===== src/rtl/unified_mem_arbiter_pkg.sv =====
// unified_mem_arbiter_pkg: shared state and address-mux select encodings for the unified memory arbiter.
package unified_mem_arbiter_pkg;
    typedef enum logic {ST_IDLE = 1'b0, ST_ACCESS = 1'b1} state_t;
    typedef enum logic [1:0] {
        SEL_FETCH = 2'd0,
        SEL_DATA  = 2'd1,
        SEL_RSV2  = 2'd2,
        SEL_RSV3  = 2'd3
    } sel_t;
endpackage


===== src/rtl/unified_mem_arbiter_if.sv =====
// unified_mem_arbiter_if: fetch/MEM request handshakes and memory control bundle.
interface unified_mem_arbiter_if;
    logic       if_req;
    logic       if_ready;
    logic       d_req;
    logic       d_we;
    logic       d_ready;
    logic [1:0] mem_sel;
    logic       mem_en;
    logic       mem_we;
    logic       busy;
    modport slave (
        input  if_req, d_req, d_we,
        output if_ready, d_ready, mem_sel, mem_en, mem_we, busy
    );
    modport master (
        output if_req, d_req, d_we,
        input  if_ready, d_ready, mem_sel, mem_en, mem_we, busy
    );
endinterface


===== src/rtl/unified_mem_arbiter_access_timer.sv =====
// unified_mem_arbiter_access_timer: loadable down-counter with zero flag; holds at zero.
module unified_mem_arbiter_access_timer #(
    parameter int WIDTH = 4
) (
    input  logic             clk,
    input  logic             rst,
    input  logic             load,
    input  logic [WIDTH-1:0] load_val,
    input  logic             dec,
    output logic             zero
);
    logic [WIDTH-1:0] count_q;
    always_ff @(posedge clk or posedge rst)
        if (rst)
            count_q <= '0;
        else if (load)
            count_q <= load_val;
        else if (dec && !zero)
            count_q <= count_q - WIDTH'(1);
    assign zero = count_q == '0;
endmodule


===== src/rtl/unified_mem_arbiter.sv =====
// unified_mem_arbiter: shares the single-ported unified memory between fetch and MEM,
// holding each grant for MEM_LATENCY cycles and bounding data streaks while fetch waits.
module unified_mem_arbiter
    import unified_mem_arbiter_pkg::*;
#(
    parameter int MEM_LATENCY     = 1,
    parameter int DATA_MAX_STREAK = 3
) (
    input logic                   clk,
    input logic                   rst,
    unified_mem_arbiter_if.slave  bus
);
    localparam logic [3:0] LOAD_VAL   = 4'(MEM_LATENCY - 1);
    localparam logic [3:0] MAX_STREAK = 4'(DATA_MAX_STREAK);
    state_t     state_q, state_d;
    sel_t       grant_q, grant_d;
    logic       we_q, we_d;
    logic [3:0] streak_q, streak_d;
    logic       load, zero, access, take_data;
    // Data wins collisions unless fetch has already waited out a full streak.
    assign take_data = bus.d_req && !(bus.if_req && streak_q == MAX_STREAK);
    assign access    = state_q == ST_ACCESS;
    always_ff @(posedge clk or posedge rst)
        if (rst) begin
            state_q  <= ST_IDLE;
            grant_q  <= SEL_FETCH;
            we_q     <= 1'b0;
            streak_q <= '0;
        end else begin
            state_q  <= state_d;
            grant_q  <= grant_d;
            we_q     <= we_d;
            streak_q <= streak_d;
        end
    always_comb begin
        state_d  = state_q;
        grant_d  = grant_q;
        we_d     = we_q;
        streak_d = streak_q;
        load     = 1'b0;
        if (state_q == ST_IDLE) begin
            if (bus.if_req || bus.d_req) begin
                load     = 1'b1;
                state_d  = ST_ACCESS;
                grant_d  = take_data ? SEL_DATA : SEL_FETCH;
                we_d     = take_data ? bus.d_we : we_q;
                streak_d = (take_data && bus.if_req) ?
                           (streak_q == MAX_STREAK ? streak_q : streak_q + 4'd1) : 4'd0;
            end
        end else if (zero)
            state_d = ST_IDLE;
    end
    unified_mem_arbiter_access_timer #(.WIDTH(4)) timer (
        .clk      (clk),
        .rst      (rst),
        .load     (load),
        .load_val (LOAD_VAL),
        .dec      (access),
        .zero     (zero)
    );
    // Every output decodes registered state only, so no req reaches an output combinationally.
    assign bus.mem_en   = access;
    assign bus.busy     = access;
    assign bus.mem_sel  = access ? grant_q : SEL_FETCH;
    assign bus.mem_we   = access && grant_q == SEL_DATA && we_q;
    assign bus.if_ready = access && zero && grant_q == SEL_FETCH;
    assign bus.d_ready  = access && zero && grant_q == SEL_DATA;
endmodule


===== src/flat_wrapper.sv =====
// flat-port wrapper written by rule: the top's interface ports become plain ports
module unified_mem_arbiter_flat import unified_mem_arbiter_pkg::*;
#(
    parameter int MEM_LATENCY     = 1,
    parameter int DATA_MAX_STREAK = 3
)
  (clk, rst, bus_if_req, bus_d_req, bus_d_we, bus_if_ready, bus_d_ready, bus_mem_sel, bus_mem_en, bus_mem_we, bus_busy);
  unified_mem_arbiter_if bus_i ();
  input logic clk;
  input logic rst;
  input wire logic [$bits(bus_i.if_req)-1:0] bus_if_req;
  input wire logic [$bits(bus_i.d_req)-1:0] bus_d_req;
  input wire logic [$bits(bus_i.d_we)-1:0] bus_d_we;
  output wire logic [$bits(bus_i.if_ready)-1:0] bus_if_ready;
  output wire logic [$bits(bus_i.d_ready)-1:0] bus_d_ready;
  output wire logic [$bits(bus_i.mem_sel)-1:0] bus_mem_sel;
  output wire logic [$bits(bus_i.mem_en)-1:0] bus_mem_en;
  output wire logic [$bits(bus_i.mem_we)-1:0] bus_mem_we;
  output wire logic [$bits(bus_i.busy)-1:0] bus_busy;
  assign bus_i.if_req = bus_if_req;
  assign bus_i.d_req = bus_d_req;
  assign bus_i.d_we = bus_d_we;
  assign bus_if_ready = bus_i.if_ready;
  assign bus_d_ready = bus_i.d_ready;
  assign bus_mem_sel = bus_i.mem_sel;
  assign bus_mem_en = bus_i.mem_en;
  assign bus_mem_we = bus_i.mem_we;
  assign bus_busy = bus_i.busy;
  unified_mem_arbiter #(.MEM_LATENCY(MEM_LATENCY), .DATA_MAX_STREAK(DATA_MAX_STREAK)) u_core (.clk(clk), .rst(rst), .bus(bus_i));
endmodule

===== config.mk =====
export PLATFORM = sky130hd
export DESIGN_NAME = unified_mem_arbiter_flat
export DESIGN_NICKNAME = d
export VERILOG_FILES = /design/src/rtl/unified_mem_arbiter_pkg.sv /design/src/rtl/unified_mem_arbiter_if.sv /design/src/rtl/unified_mem_arbiter_access_timer.sv /design/src/rtl/unified_mem_arbiter.sv /design/src/flat_wrapper.sv
export SDC_FILE = /design/constraint.sdc
export NUM_CORES = 1
export LEC_CHECK = 0
export BUFFER_PORTS_ARGS = -buffer_cell sky130_fd_sc_hd__buf_2
export CAP_MARGIN = 10
export CORE_MARGIN = 1
export CORE_UTILIZATION = 39
export CTS_BUF_LIST = sky130_fd_sc_hd__clkbuf_8 sky130_fd_sc_hd__clkbuf_16
export DETAILED_ROUTE_END_ITERATION = 16
export HOLD_SLACK_MARGIN = 0.06
export PLACE_DENSITY = 0.71
export SLEW_MARGIN = 0
export SYNTH_ARGS = -nofsm -noshare
export SYNTH_HDL_FRONTEND = slang
export SYNTH_SLANG_ARGS = --single-unit

===== constraint.sdc =====
create_clock -name clk -period 2 [get_ports clk]
set_input_delay 0.4 -clock clk [delete_from_list [all_inputs] [get_ports clk]]
set_output_delay 0.4 -clock clk [all_outputs]
set_load 0.02 [all_outputs]

==> reports/metrics.cfg <==
[sta]
fin_crit_ns=1.98
finalMaxSlewViolations=0
layout_setup_ws_ns=0.0225
period_share=0.989
tightest_slew_ns=0.676
fmax_mhz=506
setup_violations=0
rsz0062_at_grt=true
max-slew-margin-rel=0.548
tns_ns=0
whs_ns=0.142
hold_violations=0
skew_ns=0.000601

[placement]
dp.cells=85
port-buffer-count=10
dp_hpwl_um=742
dp_slack_ns=0.203
place_congestion=0.752
placed_instance_area_um2=659

[critical_path]
worstPathRequired_ns=1.60
slowest_delay_ns=0.39
crit_path_start_kind=flop
cp.buffers_inverters=2
path_delay_family=simple AND/OR/NAND/NOR gates
type_of_destination_of_the_critical_path=output pin
worstPathArrival_ns=1.58
crit_slowest_cell=sky130_fd_sc_hd__dfrtp_1
critPathKind=flop to output pin
timing.critical_path.fanout_max=4
critical_path_cell_by_cell=inv_2 -> ha_4 -> or3b_4 -> nor3b_2 -> buf_4

[layout]
postLayoutCellArea_um2=757
area_delta_synth_final_pct=24.0
drive_gt1_frac=0.321
finish.net_count=87
final_cells=93
postLayoutCoreUtil=0.548
n_antenna_cell=0

[logic_synthesis]
ys_seq_area_frac=0.451
postSynthAreaPerCell_um2=9.69
synth_cell_type_count=25
synth_nets=71
syn-instance-count=63
synth_top_cell_area_share=0.451
asyncSetResetFlopFracSynth=1.00
post_synth_most_frequent_cells=11 x sky130_fd_sc_hd__dfrtp_1, 11 x sky130_fd_sc_hd__nand2_1, 7 x sky130_fd_sc_hd__inv_1
ys.warnings.count=0
post-synth-top-area-cell=sky130_fd_sc_hd__dfrtp_1
synth.area.top_cells=sky130_fd_sc_hd__dfrtp_1 45%, sky130_fd_sc_hd__nand2_1 6.8%, sky130_fd_sc_hd__mux2i_1 6.6%
flip_flop_and_latch_count_after_synthesis=11
ys.flop_type=sky130_fd_sc_hd__dfrtp_1
edff_count_synth=0
summed_instance_area_of_the_synthesized_netlist_um2=611

[global_route]
grt_util_all_layers=0.145
gr-usage-met3=0.0652
globalRouteMet2Util=0.203
globalRoute.busiestLayer=met2
grt_remaining_overflow=0
grt_antenna_before_repair=0
wire_length_of_the_first_global_routing_pass_um=1820
grtUsageMet1=0.186
number_of_global_route_vias_before_repair=416
grt_start_max_net_pins=15

[die]
dieArea_um2=1730
fp-row-count=13
floorplan.core_area_um2=1380
num_io_pins=12
die-height_um=41.6
start_util=0.442
floorplan.die.width_um=41.6

[routing]
ant_nets=0
total_vias_in_the_final_route=471
first_pass_iters=4
routed_via_density=5.06
detail_route.wl_per_cell_um=11.8
drt_first_iter_violations=4
drc_errors=0
detail_route.wirelength_um=1100

[worst_hold_path]
hold_path_class=primary input to asynchronous set/reset pin

[clock_tree]
cts_root_buf=sky130_fd_sc_hd__clkbuf_8
worstSkewPairLatency_ns=0.24
cts.sinks=11
tritoncts=built
htreeDepth=1
clk_pin_slew_ns=0.05
tritoncts.num_buffers=3
cts.hold.buffers_added=0
cts.path.max_buffers=2

[pwr]
p_leak_nw=0.399
ir_worst_vdd_uv=749
cellPowerDensity_nw_per_um2=1630
total_power_mw=1.23

[flow_run]
max-cap-violations=0

[run_status]
result_of_the_run=complete, no violations

-- cell families (layout without fill, tap and decap cells) --
kind of cell    after synthesis  in the layout  synth area share
other cells                   1              1           0.00614
flops                        11             11             0.451
compound gates                9              9             0.100
simple gates                 23             23             0.197
fa+ha+maj                     3              3            0.0615
buf+inv                      10             25            0.0758
mux                           6              6             0.109
-- metal layers --
layer / up-vias / part of all wire
met1: 218 / 0.50
met3: 4 / 0.057
li1: 237 / -
met4: 0 / 0.026
met2: 12 / 0.41
met5: - / 0
-- cell usage in the layout, fill, tap and decap left out, types with 2 or more instances in the layout --
cell type	n
sky130_fd_sc_hd__inv_1	6
sky130_fd_sc_hd__a211o_1	2
sky130_fd_sc_hd__dfrtp_1	11
sky130_fd_sc_hd__buf_2	9
sky130_fd_sc_hd__nand3_1	2
sky130_fd_sc_hd__nor3_1	2
sky130_fd_sc_hd__buf_4	5
sky130_fd_sc_hd__mux2i_1	4
sky130_fd_sc_hd__nand2_1	11
sky130_fd_sc_hd__inv_2	2
sky130_fd_sc_hd__ha_1	2
sky130_fd_sc_hd__clkbuf_8	3
sky130_fd_sc_hd__o21ai_0	3
-- final timing paths --
path                                                     startpoint                                   to  slack, ns  cells past startpoint
worst max-delay path            u_core.timer.count_q[0]$_DFFE_PP0P_                         bus_if_ready       0.02                      5
worst min-delay path                                            rst       u_core.streak_q[0]$_DFFE_PP0P_       0.14                      2
worst max register to register       u_core.streak_q[0]$_DFFE_PP0P_              u_core.we_q$_DFFE_PP0P_       0.48                      4
worst min register to register              u_core.we_q$_DFFE_PP0P_              u_core.we_q$_DFFE_PP0P_       0.51                      1
max in group asynchronous                                       rst  u_core.timer.count_q[3]$_DFFE_PP0P_       1.57                      2
min in group clk                                           bus_d_we              u_core.we_q$_DFFE_PP0P_       0.40                      2
-- power breakdown --
group	switching (mW)	internal [mW]	total, mW
logic	0.288	0.290	0.578
registers	0.108	0.327	0.435
clock network	0.0840	0.135	0.219
total	0.480	0.752	1.23
-- state kept, by name, summed over array words and instances (netlist names) --
| signal | cells |
|---|---|
| u_core.bus.busy | 1 |
| u_core.grant_q | 1 |
| u_core.streak_q | 4 |
| u_core.timer.count_q | 4 |
| u_core.we_q | 1 |
-- layout make-up --
type                            instances  area [µm²]
Clock buffer                            3        41.3
Clock inverter                          1        3.75
Fill cell                             118         626
Inverter                                7        26.3
Multi-Input combinational cell         42         309
Sequential cell                        11         275
Tap cell                               15        18.8
Timing Repair Buffer                   14        82.6
-- what timing repair did --
| item | in CTS | in global routing |
|---|---|---|
| pin swaps | 0 | 1 |
| setup endpoints to repair | 1 | 2 |
| resized for setup | 2 | 5 |
| setup buffers | 2 | 2 |
No activity file was read; power rests on OpenSTA's default activity.
